[src/rtl/logic_unit_pkg.sv]
// rtl/logic_unit_pkg.sv - op encodings and flag bit positions for logic_unit
// Contents:
//   OP_AND..OP_PASS  3-bit op select codes
//   FLAG_*           bit positions inside the 3-bit flags vector
package logic_unit_pkg;

  localparam logic [2:0] OP_AND  = 3'd0;
  localparam logic [2:0] OP_OR   = 3'd1;
  localparam logic [2:0] OP_NOR  = 3'd2;
  localparam logic [2:0] OP_NAND = 3'd3;
  localparam logic [2:0] OP_XOR  = 3'd4;
  localparam logic [2:0] OP_XNOR = 3'd5;
  localparam logic [2:0] OP_NOT  = 3'd6;
  localparam logic [2:0] OP_PASS = 3'd7;

  localparam int FLAG_ZERO     = 0;
  localparam int FLAG_ALL_ONES = 1;
  localparam int FLAG_PARITY   = 2;

endpackage

[src/rtl/logic_unit_core.sv]
// rtl/logic_unit_core.sv - combinational bitwise op and result flags
// Ports:
//   a, b    [WIDTH-1:0]  operands (b unused by NOT/PASS)
//   op      [2:0]        op select
//   result  [WIDTH-1:0]  bitwise result
//   flags   [2:0]        {parity, all_ones, zero} of result
module logic_unit_core
  import logic_unit_pkg::*;
#(
  parameter int WIDTH = 8
) (
  input  logic [WIDTH-1:0] a,
  input  logic [WIDTH-1:0] b,
  input  logic [2:0]       op,
  output logic [WIDTH-1:0] result,
  output logic [2:0]       flags
);

  always_comb begin
    result = '0;
    case (op)
      OP_AND:  result = a & b;
      OP_OR:   result = a | b;
      OP_NOR:  result = ~(a | b);
      OP_NAND: result = ~(a & b);
      OP_XOR:  result = a ^ b;
      OP_XNOR: result = ~(a ^ b);
      OP_NOT:  result = ~a;
      OP_PASS: result = a;
      default: result = '0;
    endcase
  end

  always_comb begin
    flags                = '0;
    flags[FLAG_ZERO]     = (result == '0);
    flags[FLAG_ALL_ONES] = &result;
    flags[FLAG_PARITY]   = ^result;
  end

endmodule

[src/rtl/logic_unit.sv]
// rtl/logic_unit.sv - bitwise logic unit with a single registered output stage
// Ports:
//   clk, rst_n            clock, synchronous active-low reset
//   a, b, op, in_valid    input transaction; in_ready accepts it
//   y, flags, out_valid   registered result; out_ready drains it
//   txn_count [CNT_W-1:0] wrapping count of accepted transactions
module logic_unit
  import logic_unit_pkg::*;
#(
  parameter int WIDTH = 8,
  parameter int CNT_W = 16
) (
  input  logic             clk,
  input  logic             rst_n,
  input  logic [WIDTH-1:0] a,
  input  logic [WIDTH-1:0] b,
  input  logic [2:0]       op,
  input  logic             in_valid,
  output logic             in_ready,
  output logic [WIDTH-1:0] y,
  output logic [2:0]       flags,
  output logic             out_valid,
  input  logic             out_ready,
  output logic [CNT_W-1:0] txn_count
);

  logic [WIDTH-1:0] core_result;
  logic [2:0]       core_flags;
  logic             accept;

  logic_unit_core #(.WIDTH(WIDTH)) u_core (
    .a      (a),
    .b      (b),
    .op     (op),
    .result (core_result),
    .flags  (core_flags)
  );

  // The output register can take a new result when empty or when it is
  // being drained this same cycle; depends only on out_valid/out_ready.
  assign in_ready = !out_valid || out_ready;
  assign accept   = in_valid && in_ready;

  always_ff @(posedge clk) begin
    if (!rst_n) begin
      y         <= '0;
      flags     <= '0;
      out_valid <= 1'b0;
      txn_count <= '0;
    end else begin
      if (accept) begin
        // Covers simultaneous drain+accept: out_valid stays high.
        y         <= core_result;
        flags     <= core_flags;
        out_valid <= 1'b1;
        txn_count <= txn_count + CNT_W'(1);
      end else if (out_ready) begin
        // Drain with nothing new: y/flags keep their last value.
        out_valid <= 1'b0;
      end
    end
  end

endmodule

[config.mk]
export PLATFORM = sky130hd
export DESIGN_NAME = logic_unit
export DESIGN_NICKNAME = d
export VERILOG_FILES = /design/src/rtl/logic_unit_pkg.sv /design/src/rtl/logic_unit_core.sv /design/src/rtl/logic_unit.sv
export SDC_FILE = /design/constraint.sdc
export NUM_CORES = 1
export LEC_CHECK = 0
export ABC_CLOCK_PERIOD_IN_PS = 2740
export CAP_MARGIN = 25
export CORE_ASPECT_RATIO = 0.9
export CORE_MARGIN = 5
export CORE_UTILIZATION = 53
export CTS_BUF_LIST = sky130_fd_sc_hd__clkbuf_4
export CTS_CLUSTER_DIAMETER = 100
export DETAILED_ROUTE_END_ITERATION = 8
export PLACE_DENSITY = 0.83
export SKIP_LAST_GASP = 1
export SYNTH_ARGS = -nofsm -noshare
export SYNTH_HDL_FRONTEND = slang
export SYNTH_SLANG_ARGS = --single-unit
export TNS_END_PERCENT = 100
[constraint.sdc]
create_clock -name clk -period 2.74 [get_ports clk]
set_input_delay 0.274 -clock clk [delete_from_list [all_inputs] [get_ports clk]]
set_output_delay 0.274 -clock clk [all_outputs]
set_load 0.05 [all_outputs]
==> results_dict.tcl, run 1 <==
set metrics [dict create \
    syn_area_sq_um 2320 \
    hold_path.class "flop to flop" \
    synth_fa_ha_area_frac 0.135 \
    synthMuxAreaShare 0.0216 \
    finalSetupViolCount 0 \
    htreeDepth 1 \
    synthesis.nets 337 \
    synthSimpleGateAreaFrac 0.277 \
    grt_pass1_wl_um 8960 \
    io_buffer_count 51 \
    final_nets 400 \
    power.total_mw 1.04 \
    ys_ff_latch 28 \
    start_kind "primary input" \
    crit_family "adder cells" \
    synth_compound_area_frac 0.219 \
    row_count 22 \
    crit_path_max_fanout 3 \
    power_density_nw_per_um2 340 \
    startpoint "a[7]" \
    async_reset_ff_frac 0 \
    dp_hpwl_um 4370 \
    wl_per_cell_um 13.6 \
    rsz0062_at_grt "no" \
    crit_type "primary input to flop" \
    die_area_sq_um 5810 \
    dp_cells 407 \
    rr_startpoint "out_valid$_SDFFE_PN0P_" \
    r2r-end "txn_count[11]$_SDFFE_PN0P_" \
    initialDrtViolationCount 122 \
    critPathCaptureType "flop" \
    yosys.cell_types.count 47 \
    n_antenna_cell 0 \
    critPathBufInv 2 \
    synth_top_family_by_area "simple AND/OR/NAND/NOR gates" \
    cts_tree "built" \
    synthCells 289 \
    peakVddDrop_mv 0.323 \
    worst_pin_slew_ns 0.622 \
    drive_gt1_frac 0.100 \
    rr_worst_depth 4 \
    wirelength_um 5560 \
    post_cts_resized 0 \
    initial_utilization 0.559 \
    yosysTopAreaCell "dfxtp_1" \
    via_count 2277 \
    overflow 0 \
    fin_cells 410 \
    worst-r2r-setup-slack_ns 0.96 \
    worst_slack_ns 0.363 \
    cts.clk_slew.worst_paths_ns 0.14 \
    ios 52 \
    finalSetupTns_ns 0 \
    synth.yosys.seq_area_share 0.241 \
    antenna_found_initial 0 \
    dr.pass1.iters 4 \
    min_path_cells 2 \
    cts_hold_buf 0 \
    synth_xor_area_frac 0.0302 \
    relSlewSlack 0.585 \
    crit_path_top_delay_cell "clkdlybuf4s50_1" \
    synthTopCellsByCount "28 x dfxtp_1, 25 x ha_1, 24 x a21oi_1" \
    dpl_worst_slack_ns -0.0347 \
    cts_buffer_depth 2 \
    cts_made_buffers 3 \
    cts_sinks 28 \
    cp_slowest_stage_delay_ns 0.47 \
    grt_usage 0.185 \
    synth_edf_count 0 \
    synthFlopType "dfxtp_1" \
    grt_max_degree 37 \
    clock_skew_ns 0.00808 \
    synth_area_leaders "dfxtp_1 24%, ha_1 13%, a21oi_1 5.2%" \
    synth_warnings 0 \
    fp.coreArea_sq_um 4160 \
    arrival_ns 2.63 \
    critical_path_depth 11 \
    synthToLayoutAreaGrowth_pct 31.6 \
    fin_crit_ns 2.38 \
    synth.avg_cell_area_sq_um 8.04 \
    grt_pass1_vias 2066 \
    finalWeightedCongestion 0.854 \
    fmax_ghz 0.421 \
    required_ns 2.99 \
    yosysTopAreaCellShare 0.241 \
    max_cap_violations 0 \
    die_h_um 72.8 \
    min_period_over_period 0.868 \
    cts_root_buffer "clkbuf_4" \
    chipWidth_um 79.8 \
    p_leak_nw 1.22 \
    finalMaxSlewViolations 0 \
    clock_latency_ns 0.32 \
    drc 0 \
    vias_per_cell 5.55 \
    crit_end "flags[2]$_SDFFE_PN0P_" \
    synth.most_common_cell "dfxtp_1" \
    hold_viol 0 \
    cts_setup_buffers 0 \
    final_core_util 0.735 \
    final_antenna_net_count 0 \
    path_cells "clkdlybuf4s50_1 > inv_1 > ha_1 > nor2b_1 > o21ai_0 > a31oi_1 > or2_1 > ha_1 > xnor2_1 > xnor2_1 > a211oi_1" \
    outcome "complete, no violations" \
]
## through the flow
step           cell area, sq um  hold WS, ns
2_1_floorplan              2320        0.557
3_5_place_dp               3030        0.452
6_report                   3060        0.467
5_1_grt                    3060        0.499
3_3_place_gp               3030        0.448
4_1_cts                    3060        0.471
## how the worst min path moves through the flow
stage | endpoint | start
detailed placement | flags[0]$_SDFFE_PN0P_ | flags[0]$_SDFFE_PN0P_
global placement | flags[1]$_SDFFE_PN0P_ | flags[1]$_SDFFE_PN0P_
floorplan | out_valid$_SDFFE_PN0P_ | in_valid
CTS | flags[1]$_SDFFE_PN0P_ | flags[1]$_SDFFE_PN0P_
global route | flags[1]$_SDFFE_PN0P_ | flags[1]$_SDFFE_PN0P_
finish | flags[1]$_SDFFE_PN0P_ | flags[1]$_SDFFE_PN0P_
## sequential cells by signal, summed over array words and instances (netlist names)
| signal | cells |
|---|---|
| flags | 3 |
| y | 8 |
| txn_count | 16 |
| out_valid | 1 |
## power by group
| group | total [mW] | switching (mW) | internal, mW |
|---|---|---|---|
| sequential | 0.437 | 0.0118 | 0.426 |
| combinational | 0.435 | 0.232 | 0.203 |
| clock | 0.166 | 0.114 | 0.0516 |
## layer usage
| metal | GRT usage | vias up | wire length, um |
|---|---|---|---|
| li1 | - | 1166 | - |
| met1 | 0.241 | 1059 | 2560 |
| met2 | 0.325 | 46 | 2710 |
| met3 | 0.0333 | 6 | 258 |
| met4 | 0.0300 | 0 | 37 |
| met5 | 0 | - | 0 |
## placed cells by master, fill, tap and decap left out, types with 11 or more instances in the layout
master	n
clkdlybuf4s50_1	51
nand3_1	11
nor2_1	11
inv_1	23
nand2_1	15
a21oi_1	24
ha_1	25
dfxtp_1	28
buf_4	23
o21ai_0	11
nand2b_1	18
## cells by family after synthesis
group | after synthesis
simple gates | 106
compound gates | 75
buf+inv | 42
flops | 28
fa+ha+maj | 25
xor+xnor | 8
mux | 5
## tightest hold or removal path, cell delays in order, from the launching register on
cell and delay [ns]:
dfxtp_1 0.33, nand2_1 0.05, a21oi_1 0.05
## area by class of cell
| class | instances | area [sq um] |
|---|---|---|
| Timing Repair Buffer | 76 | 723 |
| Fill cell | 334 | 1100 |
| Clock buffer | 3 | 22.5 |
| Tap cell | 60 | 75.1 |
| Sequential cell | 28 | 561 |
| Multi-Input combinational cell | 219 | 1580 |
| Inverter | 24 | 90.1 |
(Power assumes the default switching activity.)
==> inputs of run 2 (changes only) <==
--- a/config.mk
+++ b/config.mk
@@ -5,6 +5,7 @@
 export SDC_FILE = /design/constraint.sdc
 export NUM_CORES = 1
 export LEC_CHECK = 0
+export ABC_AREA = 0
 export ABC_CLOCK_PERIOD_IN_PS = 2740
 export CAP_MARGIN = 25
 export CORE_ASPECT_RATIO = 0.9
==> results of run 2 <==
The final DEF is identical to that of run 1; final timing and power are the same.
